<file path="config.mk">
export PLATFORM = sky130hd
export DESIGN_NAME = iomem_arbiter
export DESIGN_NICKNAME = d
export VERILOG_FILES = /design/src/rtl/iomem_arbiter.sv
export SDC_FILE = /design/constraint.sdc
export NUM_CORES = 1
export LEC_CHECK = 0
export ABC_CLOCK_PERIOD_IN_PS = 2000
export CAP_MARGIN = 0
export CORE_AREA = 2 2 243 245
export CTS_CLUSTER_SIZE = 28
export DETAILED_ROUTE_END_ITERATION = 7
export DIE_AREA = 0 0 245 247
export PLACE_DENSITY = 0.3
export SETUP_SLACK_MARGIN = 0.5
export SLEW_MARGIN = 20
export SYNTH_ARGS = -nofsm -noshare
export SYNTH_HDL_FRONTEND = slang
export SYNTH_SLANG_ARGS = --single-unit
</file>
<file path="constraint.sdc">
create_clock -name clk -period 2 [get_ports clk]
set_input_delay 0.4 -clock clk [delete_from_list [all_inputs] [get_ports clk]]
set_output_delay 0.4 -clock clk [all_outputs]
set_load 0.01 [all_outputs]
</file>
<file path="src/rtl/iomem_arbiter.sv">
// Two-requester (scalar/vector) arbiter in front of a single io memory port with bus locking.
// Define IOMEM_ARB_ROUND_ROBIN_EN for round-robin on contested cycles; otherwise scalar has fixed priority.
module iomem_arbiter (
  input  logic          clk,
  input  logic          rst_n,
  input  logic          s_req,
  input  logic          s_we,
  input  logic          s_lock,
  input  logic [31:0]   s_addr,
  input  logic [31:0]   s_wdata,
  output logic          s_gnt,
  output logic          s_rvalid,
  output logic [31:0]   s_rdata,
  input  logic          v_req,
  input  logic          v_we,
  input  logic          v_lock,
  input  logic [31:0]   v_addr,
  input  logic [63:0]   v_wdata,
  output logic          v_gnt,
  output logic          v_rvalid,
  output logic [127:0]  v_rdata,
  output logic          mem_we,
  output logic [31:0]   mem_address,
  output logic [31:0]   mem_data_input,
  output logic [63:0]   mem_vector_input,
  input  logic [31:0]   mem_data_output,
  input  logic [127:0]  mem_vector_output
);

  typedef enum logic [1:0] {
    IDLE   = 2'd0,
    LOCK_S = 2'd1,
    LOCK_V = 2'd2
  } state_t;

  state_t state_q, state_d;
  logic   s_gnt_c, v_gnt_c;
  logic   prefer_v;
  logic   s_rd_q, v_rd_q;

`ifdef IOMEM_ARB_ROUND_ROBIN_EN
  // ptr_q high means the vector requester wins the next contested idle cycle
  logic ptr_q, ptr_d;

  always_comb begin
    ptr_d = ptr_q;
    if (state_q == IDLE && s_req && v_req)
      ptr_d = ~ptr_q;
  end

  always_ff @(posedge clk or negedge rst_n) begin
    if (!rst_n)
      ptr_q <= 1'b0;
    else
      ptr_q <= ptr_d;
  end

  assign prefer_v = ptr_q;
`else
  assign prefer_v = 1'b0;
`endif

  always_comb begin
    s_gnt_c = 1'b0;
    v_gnt_c = 1'b0;
    state_d = state_q;
    case (state_q)
      IDLE: begin
        if (s_req && v_req) begin
          v_gnt_c = prefer_v;
          s_gnt_c = ~prefer_v;
        end else begin
          s_gnt_c = s_req;
          v_gnt_c = v_req;
        end
        if (s_gnt_c && s_lock)
          state_d = LOCK_S;
        else if (v_gnt_c && v_lock)
          state_d = LOCK_V;
      end
      LOCK_S: begin
        s_gnt_c = s_req;
        if (!(s_req && s_lock))
          state_d = IDLE;
      end
      LOCK_V: begin
        v_gnt_c = v_req;
        if (!(v_req && v_lock))
          state_d = IDLE;
      end
      default: state_d = IDLE;
    endcase
    // Grants must drop the instant reset asserts, not at the next edge
    if (!rst_n) begin
      s_gnt_c = 1'b0;
      v_gnt_c = 1'b0;
    end
  end

  always_ff @(posedge clk or negedge rst_n) begin
    if (!rst_n) begin
      state_q <= IDLE;
      s_rd_q  <= 1'b0;
      v_rd_q  <= 1'b0;
    end else begin
      state_q <= state_d;
      s_rd_q  <= s_gnt_c & ~s_we;
      v_rd_q  <= v_gnt_c & ~v_we;
    end
  end

  assign s_gnt = s_gnt_c;
  assign v_gnt = v_gnt_c;

  assign mem_we           = (s_gnt_c & s_we) | (v_gnt_c & v_we);
  assign mem_address      = s_gnt_c ? s_addr : (v_gnt_c ? v_addr : 32'd0);
  assign mem_data_input   = s_gnt_c ? s_wdata : 32'd0;
  assign mem_vector_input = v_gnt_c ? v_wdata : 64'd0;

  // Memory read data arrives one cycle after the address, aligned with the registered read grant
  assign s_rvalid = s_rd_q;
  assign v_rvalid = v_rd_q;
  assign s_rdata  = s_rd_q ? mem_data_output : 32'd0;
  assign v_rdata  = v_rd_q ? mem_vector_output : 128'd0;

endmodule
</file>
==> reports/metrics.cfg, run 1 <==
[clocking]
cts_tree=done
root_buffer=clkbuf_16
htree_num_levels=1
cts.sinks=4
worstSkewPairLatency_ps=230
cts_inserted_buffers=3
ctsHoldBuffers=0
cts_buffer_depth=2
clk_pin_slew_ps=30

[drt]
firstDrtPassIters=7
wirelength_mm=48.7
drc=0
vias=6678
drt_iter0_markers=169
viasPerCell=3.42
postRouteAntennaNets=0
wl_per_cell_um=24.9

[power]
seqPwrFrac_pct=3.1
p_per_area_nw_per_um2=207
intPower_mw=1.94
clkPwrFrac_pct=10.9
p_switching_mw=0.973
total_power_mw=2.91
comb_power_share_pct=86.0
total_leakage_power_nw=6.26
swShare_pct=33.4
peakVddDrop_v=0.000176

[sta]
min_period_ps=2070
maxSlewViolCount=0
tightest_slew_ps=280
setup_violations=56
hold_slack_ps=337
final.setup_skew_ps=0.697
max_freq_ghz=0.484
hold_viol=0
slew_headroom_pct=81.2
rsz0062_at_grt=yes
fin_setup_tns_ps=-1660
period_share_pct=103
fin_ws_ps=-65.7

[setup_path]
cp_data_required_time_ps=1600
crit_path_end_kind=output port
cp.arrival_ps=1670
path_max_fanout=7
crit_type=flop to output port
worst_setup_path_start_kind=flop

[place]
place_congestion=0.824
place_area_um2=11300
pre_cts_slack_ps=-700
portBuffers=620
hpwl_mm=38.0

[logic_synthesis]
syn_area_um2=3280
syn_inst=435
yosysMostFrequentCell=and2_1
ys_types=18
ys_ff_latch=4
yosys.area.top_type=and2_1
yosysWarnings=0
synth_edf_count=0
synth_top_area_share_pct=30.9
ys_seq_area_share_pct=3.06
async_reset_ff_share_pct=100
avgSynthCellArea_um2=7.53
ys.flop_type=dfrtp_1
synth_common_cells=and2_1, clkbuf_1, and4bb_2
synth_fp_nets=763
synthTopCellsByArea=and2_1, and4bb_2, o31ai_2

[cells_and_area]
nNetsFinal=1507
multi_input_area_um2=3880
fillCellCount=6342
design_area_um2=14100
drive_above_1_share_pct=62.5
seq_area_um2=106
area_delta_synth_final_pct=330

[floorplanning]
core_region_area_um2=58200
ios=621
initial_core_util_pct=5.62
die_area_um2=60500
die_y_um=247
placementRows=89
dieWidth_um=245

[worst_hold_path]
hp-class=input port to async pin

[flow_run]
max_cap_violations=0

[global_routing]
grt_max_degree=34
grt_pass1_vias=7069
antenna_found_initial=13
grt-ovfl-total=0
grtUsageTotal_pct=14.8
grt_pass1_wl_mm=61.3

[outcome]
violations=negative setup slack
status=finished, violations left

## power groups by stage
stage                     registers, mW  clock network, mW  logic [mW]
after floorplan                  0.0890                  0       0.646
after global placement           0.0927                  0        1.94
after detailed placement         0.0927                  0        1.93
after CTS                        0.0882              0.324        2.32
after global routing             0.0914              0.328        2.64
final                            0.0905              0.317        2.51
## sequential cells by signal, indices dropped and copies added, names as in the netlist
name      cells
v_rvalid      1
s_rvalid      1
state_q       2
## placed cells by master (no fill, tap or decap), types with 2 or more instances in the layout
cell type,synthesis,final
clkdlybuf4s50_1,0,314
buf_6,7,254
and2_4,0,138
buf_4,0,56
buf_2,4,51
and4bb_2,48,48
buf_12,0,41
nand4b_1,33,33
o31ai_4,1,33
nand2_1,33,32
and3_4,0,26
and2_1,162,24
buf_16,0,23
buf_8,0,20
dlymetal6s2s_1,0,18
nor4bb_4,0,16
clkbuf_16,0,11
dlygate4sd2_1,0,9
clkbuf_2,1,7
and3_1,32,6
clkdlybuf4s15_2,0,4
diode_2,0,3
dfrtp_2,0,2
## what timing repair did
action / CTS / global route
gates cloned: 20 / 11
setup buffers: 69 / 35
pin swaps: 24 / 18
endpoints found under the setup margin: 295 / 293
resized for setup: 913 / 621
## cell families after synthesis
logic type | share of synthesized area, %
DFF | 3.06
and+or+nand+nor | 74.5
AOI/OAI and AO/OA | 12.9
buffers and inverters | 9.59
## layout make-up
class / instances / area share (%)
repair buffers: 807 / 64.3
clock buffers: 3 / 0.533
diodes: 3 / 0.0533
multi-input cells: 363 / 27.5
flip-flops and latches: 4 / 0.755
well taps: 773 / 6.86
## critical path, stage by stage (launching register included)
cell and delay (ps):
dfrtp_2 390, nor2b_4 70, buf_12 140, buf_12 130, buf_16 130, buf_12 120
buf_8 130, o31ai_4 160, buf_2 170
## layer usage
metal / vias up / GRT usage (%) / wire (µm)
met5: - / 0 / 57
met4: 10 / 4.18 / 1680
met3: 46 / 4.57 / 3950
met2: 411 / 28.4 / 25400
met1: 3154 / 15.3 / 17600
li1: 3057 / - / -
## per-stage QoR
stage               cells  util, %
finish               1953     24.2
floorplan             435        -
detailed placement   1812     19.5
global route         1952     24.2
global placement     1812     19.5
CTS                  1904     21.4
## final timing paths
check | start | end | slack, ps | cells past startpoint
min | rst_n | state_q[1] | 340 | 4
min in group clk | s_lock | state_q[0] | 740 | 2
min reg2reg | state_q[0] | v_rvalid | 1050 | 6
max in group asynchronous | rst_n | v_rvalid | 1470 | 3
max reg2reg | state_q[0] | v_rvalid | 600 | 6
max | state_q[1] | mem_address[5] | -70 | 8
Power figures use the tool's default switching activity.
==> run 2: changes to the inputs <==
- GPL_ROUTABILITY_DRIVEN: unset -> 0
==> results of run 2 <==
Same layout as run 1: the final DEF is identical, and so are final timing and power.
==> variant, RTL diff (settings of run 2) <==
Build with the macro `IOMEM_ARB_ROUND_ROBIN_EN` defined.
--- a/src/rtl/iomem_arbiter.sv
+++ b/src/rtl/iomem_arbiter.sv
@@ -1,4 +1,6 @@
 // Two-requester (scalar/vector) arbiter in front of a single io memory port with bus locking.
 // Define IOMEM_ARB_ROUND_ROBIN_EN for round-robin on contested cycles; otherwise scalar has fixed priority.
+`define IOMEM_ARB_ROUND_ROBIN_EN
+
 module iomem_arbiter (
   input  logic          clk,
Check against the original RTL: not equivalent (Yosys sat finds a counterexample within 4 cycles, from zero or initial values and one cycle with rst_n low).
==> variant against run 2 <==
- the flow still finishes with violations (setup timing)
- non-clock buffer count fell by 54
- fmax decreased by 8.1%
- first-iteration DRC count down 48%
- sequential power increased by 56%
- area after synthesis shrank 31%
- routed wire length is 22% lower
- cell area is 17% lower
- worst setup slack worse by 0.18 ns
- clock power grew 6.9%
- count of clock-buffer cells in the layout is 1 higher
- sequential cell count increased by 1
- worst hold slack gained 0.050 ns
- total power up 19%
- largest power group unchanged
==> variant: results (changes against run 2) <==
[cts]
clk_pin_slew_worst_paths_ns=0.03  ; about the same
cts_buffer_depth=2  ; unchanged
htree_levels=1  ; unchanged
post_cts_resized=880  ; -3.6%
post_cts_buffers=25  ; -64%

[yosys]
synth_cell_types=15  ; -3
syn_nets=668  ; -12%
synth_area_leaders=and2_1 (71%), a22o_1 (13%), dfrtp_1 (5.5%)
synth_area_per_cell_sq_um=6.657  ; -12%
ys_seq_area_share_pct=5.528  ; +2.5 points
ys_warn_count=0  ; unchanged
synth_common_cells=and2_1 (256), a22o_1 (33), clkbuf_1 (24)

[place]
io_buffers=620  ; unchanged
placedCellCount=1726  ; -4.7%
hpwl_microns=29640  ; -22%
post_dp_cell_area_sq_um=9696  ; -15%

[sta]
fin_ws_ns=-0.2488  ; -0.1831 ns
fin_skew_ns=0.001596  ; +0.0008983 ns
setup_viol=154  ; +180%
tightest_slew_ns=0.2301  ; -0.04975 ns
tns_ns=-16.57  ; -14.91 ns
whs_ns=0.3869  ; +0.04955 ns

[routing]
initialDrtViolationCount=88  ; -48%
wl_microns=38110  ; -22%
routed-wl-met2_microns=19750  ; -22%
m1WireLength_microns=14220  ; -19%
vias=5473  ; -18%
wl_met3_microns=3403  ; -14%
top_layer=met5
dr.pass1.iters=4  ; -3

[setup_path]
r2r_slack_ns=0.45  ; -0.15 ns
r2r_start=state_q[1]
critical_path_arrival_ns=1.85  ; +0.18 ns
crit_fanout=6  ; -1
ff2ff_path_depth=7  ; +1
reg2reg_to=s_rvalid

[global_route]
grt_use_met3_pct=3.603  ; -0.97 points
grt_max_degree=41  ; +21%
grt_pass1_wl_microns=45910  ; -25%
track_usage_pct=10.85  ; -3.9 points
antenna_found_initial=11  ; -2
grt_use_met2_pct=20.43  ; -8.0 points
grt_pass1_vias=5580  ; -21%
use_met1_pct=11.74  ; -3.5 points

[power_and_ir_drop]
ir_drop_v=0.0001967  ; +12%
leakage_nw=5.366  ; -14%

[outcome]
violations=setup timing
status=finished, violations left

[finish]
largest_register_ffs=2  ; unchanged
drive_gt1_share_pct=58.23  ; -4.3 points
finalNetCount=1392  ; -7.6%
layout.cells.non_filler=1839  ; -5.8%

variant: changes by cell type after synthesis, moves of 6 or more:
cell | before | now
nand2_1 | 33 | 0
and4bb_2 | 48 | 0
and2_1 | 162 | 256
o31ai_2 | 32 | 0
and3_1 | 32 | 2
clkbuf_1 | 56 | 24
a22o_1 | 0 | 33
nor4bb_1 | 16 | 0
buf_6 | 7 | 1
nand4b_1 | 33 | 0
variant: through the flow:
stage	utilization, %	worst slack, ns
2_1_floorplan	-	0.3275
3_3_place_gp	16.65	-0.8040
3_5_place_dp	16.65	-0.7823
4_1_cts	17.45	-0.2581
5_1_grt	20.12	-0.3034
6_report	20.13	-0.2488
variant: power breakdown:
group | internal, mW | switching (mW)
Clock | 0.265 | 0.0739
Sequential | 0.121 | 0.0204
Combinational | 1.94 | 1.03
variant: area by class of cell:
cell class              instances  area (sq um)
fillers                      6519         46520
well taps                     773         967.2
flip-flops and latches          5         130.1
multi-input cells             301          2499
diodes                          3         7.507
clock buffers                   4         78.83
repair buffers                753          8039
variant: worst max path at each step:
stage / from / to / slack (ns)
after floorplan: s_req / mem_vector_input[44] / 0.33
after global placement: s_req / mem_address[1] / -0.80
after detailed placement: v_req / mem_address[1] / -0.78
after CTS: prefer_v / mem_address[0] / -0.26
after global routing: state_q[1] / mem_address[0] / -0.30
final: state_q[1] / mem_address[14] / -0.25
variant: logic make-up (layout without fill, tap and decap cells):
group,count (synthesis),in the layout,synth area share (%)
simple gates,267,267,74.74
buf+inv,34,757,6.579
compound gates,33,33,12.77
flops,5,5,5.528
xor+xnor,1,1,0.3870
other cells,0,3,0
variant: critical path: stages, from the launching register on:
cell and delay (ns):
dfrtp_1 0.40, nor3b_4 0.26, nor3b_4 0.08, buf_12 0.15, buf_6 0.11, buf_8 0.13, buf_16 0.13, a22o_1 0.20
buf_2 0.14
